File: src/rtl/uart_pkg.sv
`default_nettype none
// ============================================================================
// Module   : uart_pkg
// Purpose  : Shared UART timing defaults, derived-constant helpers and the
//            pacer state encodings.
// Revision : 1.0 - initial release
// ============================================================================
package uart_pkg;

    localparam int DEF_UART_BPS   = 9600;
    localparam int DEF_CLK_FREQ   = 50_000_000;
    localparam int DEF_FRAME_BITS = 12;

    localparam logic [0:0] ST_IDLE = 1'b0;
    localparam logic [0:0] ST_HOLD = 1'b1;

    function automatic int baud_cnt_max(input int clk_freq, input int uart_bps);
        return clk_freq / uart_bps;
    endfunction

    // Cycles between successive issues to the transmitter.
    function automatic int frame_spacing(input int clk_freq, input int uart_bps,
                                         input int frame_bits);
        return frame_bits * baud_cnt_max(clk_freq, uart_bps);
    endfunction

endpackage
`default_nettype wire

File: src/rtl/uart_byte_fifo.sv
`default_nettype none
// ============================================================================
// Module   : uart_byte_fifo
// Purpose  : Synchronous byte FIFO with combinational head read and count.
// Revision : 1.0 - initial release
// ============================================================================
module uart_byte_fifo #(
    parameter int DEPTH = 16
) (
    input  logic                       clk,
    input  logic                       rst,
    input  logic                       wr_en,
    input  logic [7:0]                 wr_data,
    input  logic                       rd_en,
    output logic [7:0]                 rd_data,
    output logic [$clog2(DEPTH):0]     cnt,
    output logic                       full,
    output logic                       empty
);

    localparam int c_AW    = $clog2(DEPTH);
    localparam int c_CNT_W = c_AW + 1;

    logic [7:0]        r_mem [DEPTH];
    logic [c_AW-1:0]   r_wr_ptr;
    logic [c_AW-1:0]   r_rd_ptr;
    logic [c_CNT_W-1:0] r_cnt;
    logic              w_wr;
    logic              w_rd;

    // Guard against writes when full / reads when empty from any caller.
    assign w_wr    = wr_en & ~full;
    assign w_rd    = rd_en & ~empty;
    assign full    = (r_cnt == c_CNT_W'(DEPTH));
    assign empty   = (r_cnt == '0);
    assign cnt     = r_cnt;
    assign rd_data = r_mem[r_rd_ptr];

    always_ff @(posedge clk) begin
        if (rst) begin
            r_wr_ptr <= '0;
            r_rd_ptr <= '0;
            r_cnt    <= '0;
        end else begin
            if (w_wr) r_wr_ptr <= r_wr_ptr + 1'b1;
            if (w_rd) r_rd_ptr <= r_rd_ptr + 1'b1;
            case ({w_wr, w_rd})
                2'b10:   r_cnt <= r_cnt + 1'b1;
                2'b01:   r_cnt <= r_cnt - 1'b1;
                default: r_cnt <= r_cnt;
            endcase
        end
    end

    always_ff @(posedge clk) begin
        if (!rst && w_wr) r_mem[r_wr_ptr] <= wr_data;
    end

endmodule
`default_nettype wire

File: src/rtl/uart_tx_pacer.sv
`default_nettype none
// ============================================================================
// Module   : uart_tx_pacer
// Purpose  : Buffers producer bytes and issues them to the UART transmitter
//            one frame time apart, holding po_data for the whole frame.
// Revision : 1.0 - initial release
// ============================================================================
module uart_tx_pacer #(
    parameter int UART_BPS   = uart_pkg::DEF_UART_BPS,
    parameter int CLK_FREQ   = uart_pkg::DEF_CLK_FREQ,
    parameter int FRAME_BITS = uart_pkg::DEF_FRAME_BITS,
    parameter int FIFO_DEPTH = 16
) (
    input  logic                          sys_clk,
    input  logic                          sys_rst,
    input  logic [7:0]                    in_data,
    input  logic                          in_valid,
    output logic                          in_ready,
    output logic [7:0]                    po_data,
    output logic                          po_flag,
    output logic                          busy,
    output logic [$clog2(FIFO_DEPTH):0]   fifo_cnt,
    output logic                          ovf
);

    import uart_pkg::*;

    localparam int c_SPACING = frame_spacing(CLK_FREQ, UART_BPS, FRAME_BITS);
    localparam int c_GAP_W   = (c_SPACING > 1) ? $clog2(c_SPACING) : 1;
    localparam logic [c_GAP_W-1:0] c_GAP_LAST = c_GAP_W'(c_SPACING - 1);

    logic [0:0]         r_state;
    logic [0:0]         w_state_nxt;
    logic [c_GAP_W-1:0] r_gap_cnt;
    logic [c_GAP_W-1:0] w_gap_nxt;
    logic               w_issue;
    logic [7:0]         r_po_data;
    logic               r_po_flag;
    logic               r_ovf;
    logic               w_push;
    logic [7:0]         w_head;
    logic               w_fifo_full;
    logic               w_fifo_empty;

    // Ready comes from the registered count only, so a same-cycle pop
    // never opens a slot for the producer.
    assign in_ready = ~w_fifo_full;
    assign w_push   = in_valid & in_ready;
    assign po_data  = r_po_data;
    assign po_flag  = r_po_flag;
    assign ovf      = r_ovf;
    assign busy     = (r_state != ST_IDLE) || !w_fifo_empty;

    uart_byte_fifo #(
        .DEPTH (FIFO_DEPTH)
    ) u_fifo (
        .clk     (sys_clk),
        .rst     (sys_rst),
        .wr_en   (w_push),
        .wr_data (in_data),
        .rd_en   (w_issue),
        .rd_data (w_head),
        .cnt     (fifo_cnt),
        .full    (w_fifo_full),
        .empty   (w_fifo_empty)
    );

    always_ff @(posedge sys_clk) begin
        if (sys_rst) begin
            r_state   <= ST_IDLE;
            r_gap_cnt <= '0;
        end else begin
            r_state   <= w_state_nxt;
            r_gap_cnt <= w_gap_nxt;
        end
    end

    always_comb begin
        w_state_nxt = r_state;
        w_gap_nxt   = r_gap_cnt;
        w_issue     = 1'b0;
        case (r_state)
            ST_IDLE: begin
                if (!w_fifo_empty) begin
                    w_issue     = 1'b1;
                    w_gap_nxt   = '0;
                    w_state_nxt = ST_HOLD;
                end
            end
            ST_HOLD: begin
                if (r_gap_cnt == c_GAP_LAST) begin
                    w_gap_nxt = '0;
                    if (!w_fifo_empty) w_issue = 1'b1;
                    else               w_state_nxt = ST_IDLE;
                end else begin
                    w_gap_nxt = r_gap_cnt + 1'b1;
                end
            end
            default: begin
                w_gap_nxt   = '0;
                w_state_nxt = ST_IDLE;
            end
        endcase
    end

    always_ff @(posedge sys_clk) begin
        if (sys_rst) begin
            r_po_data <= 8'h00;
            r_po_flag <= 1'b0;
            r_ovf     <= 1'b0;
        end else begin
            r_po_flag <= w_issue;
            r_ovf     <= in_valid & ~in_ready;
            if (w_issue) r_po_data <= w_head;
        end
    end

endmodule
`default_nettype wire
File: config.mk
export PLATFORM = sky130hd
export DESIGN_NAME = uart_tx_pacer
export DESIGN_NICKNAME = d
export VERILOG_FILES = /design/src/rtl/uart_pkg.sv /design/src/rtl/uart_byte_fifo.sv /design/src/rtl/uart_tx_pacer.sv
export SDC_FILE = /design/constraint.sdc
export NUM_CORES = 1
export LEC_CHECK = 0
export CELL_PAD_IN_SITES_DETAIL_PLACEMENT = 2
export CELL_PAD_IN_SITES_GLOBAL_PLACEMENT = 2
export CORE_AREA = 5 5 163 165
export DETAILED_ROUTE_END_ITERATION = 10
export DIE_AREA = 0 0 168 170
export PLACE_DENSITY = 0.59
export SLEW_MARGIN = 10
export SYNTH_ARGS = -nofsm -noshare
export SYNTH_HDL_FRONTEND = slang
export SYNTH_SLANG_ARGS = --single-unit
File: constraint.sdc
create_clock -name sys_clk -period 3.9 [get_ports sys_clk]
set_input_delay 1.17 -clock sys_clk [delete_from_list [all_inputs] [get_ports sys_clk]]
set_output_delay 1.17 -clock sys_clk [all_outputs]
set_load 0.1 [all_outputs]
==> results of run 1 <==
==> Yosys cell counts (2+ instances only) <==
cell type  instances
nor4_1             3
clkbuf_1          13
ha_1              10
or4_1              2
a311oi_1           6
mux4_2            32
or3_1              4
xnor2_1            4
nand2_1           25
xor2_1             3
and3_1             2
inv_1              9
buf_1              4
nor2b_1            4
a21oi_1           20
a211oi_1           2
nor3_1            10
a22oi_1           17
buf_2              5
nand3_1           10
dfxtp_1           40
nand4_1            3
mux2i_1            9
o21ai_1            2
nand4b_1           4
edfxtp_1         128
nor2_1            50
nand2b_1           2
o21ai_0            9
==> sequential cells by signal (all words and copies together), names as in the netlist <==
name             cells
u_fifo.r_mem       128
po_flag              1
u_fifo.cnt           5
ovf                  1
u_fifo.r_rd_ptr      4
r_state              1
r_gap_cnt           16
u_fifo.r_wr_ptr      4
po_data              8
==> metrics by stage <==
step           worst slack (ns)  cells  hold slack (ns)
6_report                  0.366    841            0.528
5_1_grt                   0.182    841            0.542
4_1_cts                   0.374    841            0.524
3_5_place_dp              0.160    809            0.510
3_3_place_gp              0.344    809            0.487
2_1_floorplan             0.446    452            0.457
==> worst min-delay path, stage by stage (launching register included) <==
cell     delay (ns)
dfxtp_1        0.34
o21ai_0        0.08
a21oi_1        0.06
==> power by group through the flow <==
stage	clock [mW]	sequential, mW	combinational (mW)
4_1_cts	1.77	2.18	1.81
5_1_grt	1.83	2.19	1.91
6_report	1.71	2.17	1.78
2_1_floorplan	0	2.57	0.958
3_5_place_dp	0	2.21	1.80
3_3_place_gp	0	2.20	1.75
==> final cells by class <==
class	count	area, µm²
Inverter	10	37.5
Fill cell	2528	16700
Timing Repair Buffer	51	413
Clock inverter	15	195
Multi-Input combinational cell	250	2080
Tap cell	330	413
Sequential cell	168	4650
Clock buffer	17	425
==> final timing paths <==
path | start | endpoint | cells past startpoint
worst max-delay path | r_gap_cnt[0] | u_fifo.cnt[4] | 12
worst max register to register | r_gap_cnt[0] | u_fifo.cnt[4] | 12
worst min register to register | r_gap_cnt[15] | r_gap_cnt[15] | 2
worst min-delay path | r_gap_cnt[15] | r_gap_cnt[15] | 2
==> per-layer routing <==
| metal | track usage, % | wire (µm) |
|---|---|---|
| met1 | 16.0 | 7680 |
| met3 | 2.69 | 509 |
| met2 | 22.5 | 9290 |
| met4 | 3.49 | 172 |
| met5 | 0 | 0 |
==> logic make-up after synthesis <==
group,count (synthesis)
DFF,168
muxes,41
xor gates and xnor gates,7
and+or+nand+nor,128
AOI/OAI and AO/OA,63
buffers and inverters,34
adders and majority gates,11
==> flow_metrics.tcl, run 1 <==
set metrics [dict create \
    cp_cell_sequence "ha_1 > nand4_1 > o41a_4 > nor2_4 > ha_1 > inv_1 > fa_1 > nor2b_1 > o21ai_0 > and3_1 > or4_1 > a21oi_1" \
    cts.clk_slew.worst_paths_ns 0.08 \
    p_leak_nw 2.69 \
    initial_utilization_pct 27.6 \
    status "finished, final reports clean" \
    cts_max_level 4 \
    final_util_pct 33.0 \
    netlist_instances 452 \
    drt_iter0_drc 178 \
    synthSimpleGateAreaFrac_pct 9.08 \
    p_sw_mw 2.17 \
    crit_type "register to register" \
    rsz0062_at_grt "no" \
    ys_warn_count 0 \
    p_per_area_nw_per_um2 688 \
    syn_to_final_growth_pct 19.4 \
    die_h_um 170 \
    totalWireLength_um 17600 \
    yosys.area.top_type_share_pct 55.9 \
    synth_compound_area_share_pct 6.38 \
    clock-sinks 168 \
    root_buffer "clkbuf_16" \
    synth_top_family_by_area "multiplexers" \
    drc_errors 0 \
    place_area_um2 7590 \
    core_area_um2 24900 \
    clk_path_buf_depth 2 \
    synth_edf_count 128 \
    final-hold-violation-count 0 \
    p_seq_share_pct 38.3 \
    worst_setup_path_end_kind "register" \
    setup_tns_ns 0 \
    dp_hpwl_um 11700 \
    design.die.area_um2 28600 \
    synth_mux_area_share_pct 11.8 \
    io_pins 28 \
    synthTopCellsByArea "edfxtp_1, dfxtp_1, mux4_2" \
    ff2ff_setup_slack_ns 0.37 \
    track_usage_pct 12.8 \
    syn_area_per_cell_um2 15.2 \
    drive_above_1_share_pct 21.7 \
    timing.clock.skew_ns 0.0123 \
    comb_power_share_pct 31.5 \
    fp-row-count 58 \
    crit_buf_inv 1 \
    sw_frac_of_total_pct 38.4 \
    gp_congestion 0.791 \
    synth_seq_cells 168 \
    ys_types 49 \
    overflow 0 \
    antenna_found_initial 0 \
    hold_path_class "register to register" \
    final_common_cell "edfxtp_1" \
    grt_pass1_wl_um 27600 \
    clock_latency_ns 0.44 \
    tightest_slew_ns 0.976 \
    vias 4051 \
    cts_tree "yes" \
    required_ns 4.26 \
    critPathArrivalTime_ns 3.90 \
    first_global_vias 4541 \
    cpPeakStageDelay_ns 0.59 \
    max_freq_ghz 0.283 \
    critPathSlowestCell "o41a_4" \
    port_buffers 27 \
    slew-limit-headroom_pct 34.7 \
    crit_path_start_kind "register" \
    synth_xor_area_share_pct 0.891 \
    diodes 0 \
    async_reset_ff_share_pct 0 \
    path_delay_family "simple AND/OR/NAND/NOR gates" \
    fin_crit_ns 3.53 \
    detail_route.vias_per_cell 4.82 \
    drtAntennaViolNets 0 \
    synth_top_area_cell "edfxtp_1" \
    finalNetCount 520 \
    syn_nets 474 \
    critPathMostFrequentCell "ha_1" \
    fin_area_um2 8210 \
    cts_buffers 17 \
    p_clk_share_pct 30.2 \
    p_total_mw 5.65 \
    firstDrtPassIters 5 \
    maxSlewViolCount 0 \
    p_int_mw 3.48 \
    dieWidth_um 168 \
    setup-violations-final 0 \
    post-route-period-util_pct 90.6 \
    cts_setup_buffers 0 \
    crit_fanout 17 \
    layout_common_cells "edfxtp_1, nor2_1, dfxtp_1, buf_4, mux4_2" \
    grt_max_degree 41 \
    ir_worst_vdd_mv 0.299 \
    drv_cap 0 \
    synthFlopType "edfxtp_1" \
    wl_per_cell_um 21.0 \
    syn_area_um2 6880 \
    hold_buffers 0 \
    synth_fa_ha_area_share_pct 2.11 \
    cts_resized 0 \
    synth_seq_area_share_pct 67.5 \
]
Note: power is estimated with default switching activity, not from simulation.
==> inputs of run 2 (changes only) <==
--- a/config.mk
+++ b/config.mk
@@ -11,6 +11,7 @@
 export DETAILED_ROUTE_END_ITERATION = 10
 export DIE_AREA = 0 0 168 170
 export PLACE_DENSITY = 0.59
+export RECOVER_POWER = 100
 export SLEW_MARGIN = 10
 export SYNTH_ARGS = -nofsm -noshare
 export SYNTH_HDL_FRONTEND = slang
==> constraint.sdc (replaced) <==
create_clock -name sys_clk -period 3.67 [get_ports sys_clk]
set_input_delay 1.101 -clock sys_clk [delete_from_list [all_inputs] [get_ports sys_clk]]
set_output_delay 1.101 -clock sys_clk [all_outputs]
set_load 0.1 [all_outputs]
==> flow_metrics.tcl, run 2 (synthesized netlist as in run 1, its figures left out) <==
set metrics [dict create \
    status "complete, but fails checks" \
    violations "max-capacitance violations" \
    core_area_um2 24900 \
    hold-worst-slack_ns 0.486 \
    setup-violations-final 0 \
    top_register "u_fifo.r_mem" \
    fill_cells 2558 \
    first_global_vias 4526 \
    clock_latency_ns 0.45 \
    clock-sinks 168 \
    final-hold-violation-count 0 \
    grt_pass1_wl_um 27600 \
    hold_buffers 0 \
    r2r-start "r_gap_cnt[6]" \
    finalNetCount 524 \
    p_total_mw 6.03 \
    final_common_cell "edfxtp_1" \
    drc_errors 0 \
    crit-reg2reg-capture "u_fifo.cnt[4]" \
    track_usage_pct 12.9 \
    fin_crit_ns 3.40 \
    dieWidth_um 168 \
    cts.clk_slew.worst_paths_ns 0.08 \
    hold_path_depth 2 \
    cts_tree "yes" \
    post-route-period-util_pct 92.7 \
    fp-row-count 58 \
    drv_cap 1 \
    gp_congestion 0.754 \
    drt_iter0_drc 227 \
    rsz0062_at_grt "no" \
    antenna_found_initial 0 \
    cts_setup_buffers 0 \
    drive_above_1_share_pct 15.9 \
    dp_hpwl_um 11900 \
    io_pins 28 \
    hp-start "u_fifo.r_rd_ptr[1]" \
    crit_fanout 8 \
    root_buffer "clkbuf_16" \
    rr_worst_depth 11 \
    cts_buffers 17 \
    design.die.area_um2 28600 \
    totalWireLength_um 17600 \
    critPathArrivalTime_ns 3.77 \
    cts_max_level 4 \
    initial_utilization_pct 27.6 \
    required_ns 4.04 \
    largest_register_ffs 128 \
    port_buffers 27 \
    p_leak_nw 2.56 \
    final_util_pct 32.6 \
    crit_path_start_kind "register" \
    cts_resized 0 \
    vias 4037 \
    overflow 0 \
    fin_area_um2 8120 \
    ff2ff_setup_slack_ns 0.27 \
    wl_per_cell_um 20.9 \
    diodes 0 \
    place_area_um2 7600 \
    worst_setup_path_end_kind "register" \
    hold_end "u_fifo.r_rd_ptr[1]" \
    timing.clock.skew_ns 0.0136 \
    max_freq_ghz 0.294 \
    firstDrtPassIters 4 \
    crit_type "register to register" \
    slew-limit-headroom_pct 1.98 \
    ir_worst_vdd_mv 0.385 \
    tightest_slew_ns 1.45 \
    die_h_um 170 \
    layout_common_cells "edfxtp_1, nor2_1, dfxtp_1, clkbuf_1, mux4_2" \
    clk_path_buf_depth 2 \
    setup_tns_ns 0 \
    detail_route.vias_per_cell 4.78 \
    syn_to_final_growth_pct 18.1 \
    p_per_area_nw_per_um2 742 \
    drtAntennaViolNets 0 \
    maxSlewViolCount 0 \
    hold_path_class "register to register" \
    grt_max_degree 41 \
]
[run 2: changes by cell type in the layout (fill, tap and decap cells not counted), moves of 2 or more]
cell,before,now
buf_4,39,8
inv_12,0,4
clkbuf_2,0,2
clkdlybuf4s50_1,12,0
o21ai_1,2,0
clkbuf_1,0,34
dlygate4sd3_1,0,10
o21ai_0,9,11
clkinv_8,8,5
[run 2: per-layer routing]
layer  global-route usage [%]  part of all wire, %  wire [µm]
met1                     15.9                   44       7690
met2                     22.9                   53       9360
met5                        0                    0          0
met3                     2.51                  2.0        353
met4                     3.81                  1.4        241
[run 2: how the worst max path moves through the flow]
| stage | to | start |
|---|---|---|
| 6_report | u_fifo.cnt[4] | r_gap_cnt[6] |
| 3_3_place_gp | u_fifo.cnt[4] | in_valid |
| 4_1_cts | u_fifo.cnt[4] | r_gap_cnt[0] |
| 2_1_floorplan | u_fifo.cnt[4] | u_fifo.cnt[2] |
| 5_1_grt | u_fifo.cnt[4] | r_gap_cnt[6] |
| 3_5_place_dp | u_fifo.cnt[4] | in_valid |
[run 2: final cells by class]
type	count	area [µm²]	share of cell area (%)
multi-input combinational	250	2060	25.4
clock inverter	15	220	2.71
inverter	10	37.5	0.462
sequential	168	4650	57.2
tap	330	413	5.08
clock buffer	17	425	5.24
timing repair buffer	55	318	3.91
[run 2: power breakdown]
group | leakage, nW | switching [mW] | internal, mW
combinational | 0.765 | 1.31 | 0.563
sequential | 1.48 | 0.0924 | 2.16
clock | 0.312 | 0.937 | 0.962
total | 2.56 | 2.34 | 3.68
[run 2: critical path, stage by stage (launching register included)]
cell	delay, ns
dfxtp_1	0.36
or4_4	0.56
o41a_4	0.50
nor2_4	0.11
ha_1	0.24
inv_1	0.11
fa_1	0.40
nor2b_1	0.17
o21ai_0	0.12
and3_1	0.21
or4_1	0.40
a21oi_1	0.14
[run 2: through the flow]
stage | cells | setup slack [ns]
2_1_floorplan | 452 | 0.216
3_3_place_gp | 810 | 0.242
3_5_place_dp | 810 | 0.0995
4_1_cts | 842 | 0.203
5_1_grt | 845 | 0.0756
6_report | 845 | 0.268
==> inputs of run 3 (changes only) <==
--- a/config.mk
+++ b/config.mk
@@ -12,7 +12,7 @@
 export DIE_AREA = 0 0 168 170
 export PLACE_DENSITY = 0.59
 export RECOVER_POWER = 100
-export SLEW_MARGIN = 10
+export SLEW_MARGIN = 30
 export SYNTH_ARGS = -nofsm -noshare
 export SYNTH_HDL_FRONTEND = slang
 export SYNTH_SLANG_ARGS = --single-unit
==> results of run 3 <==
The final DEF is identical to that of run 2; final timing and power are the same.
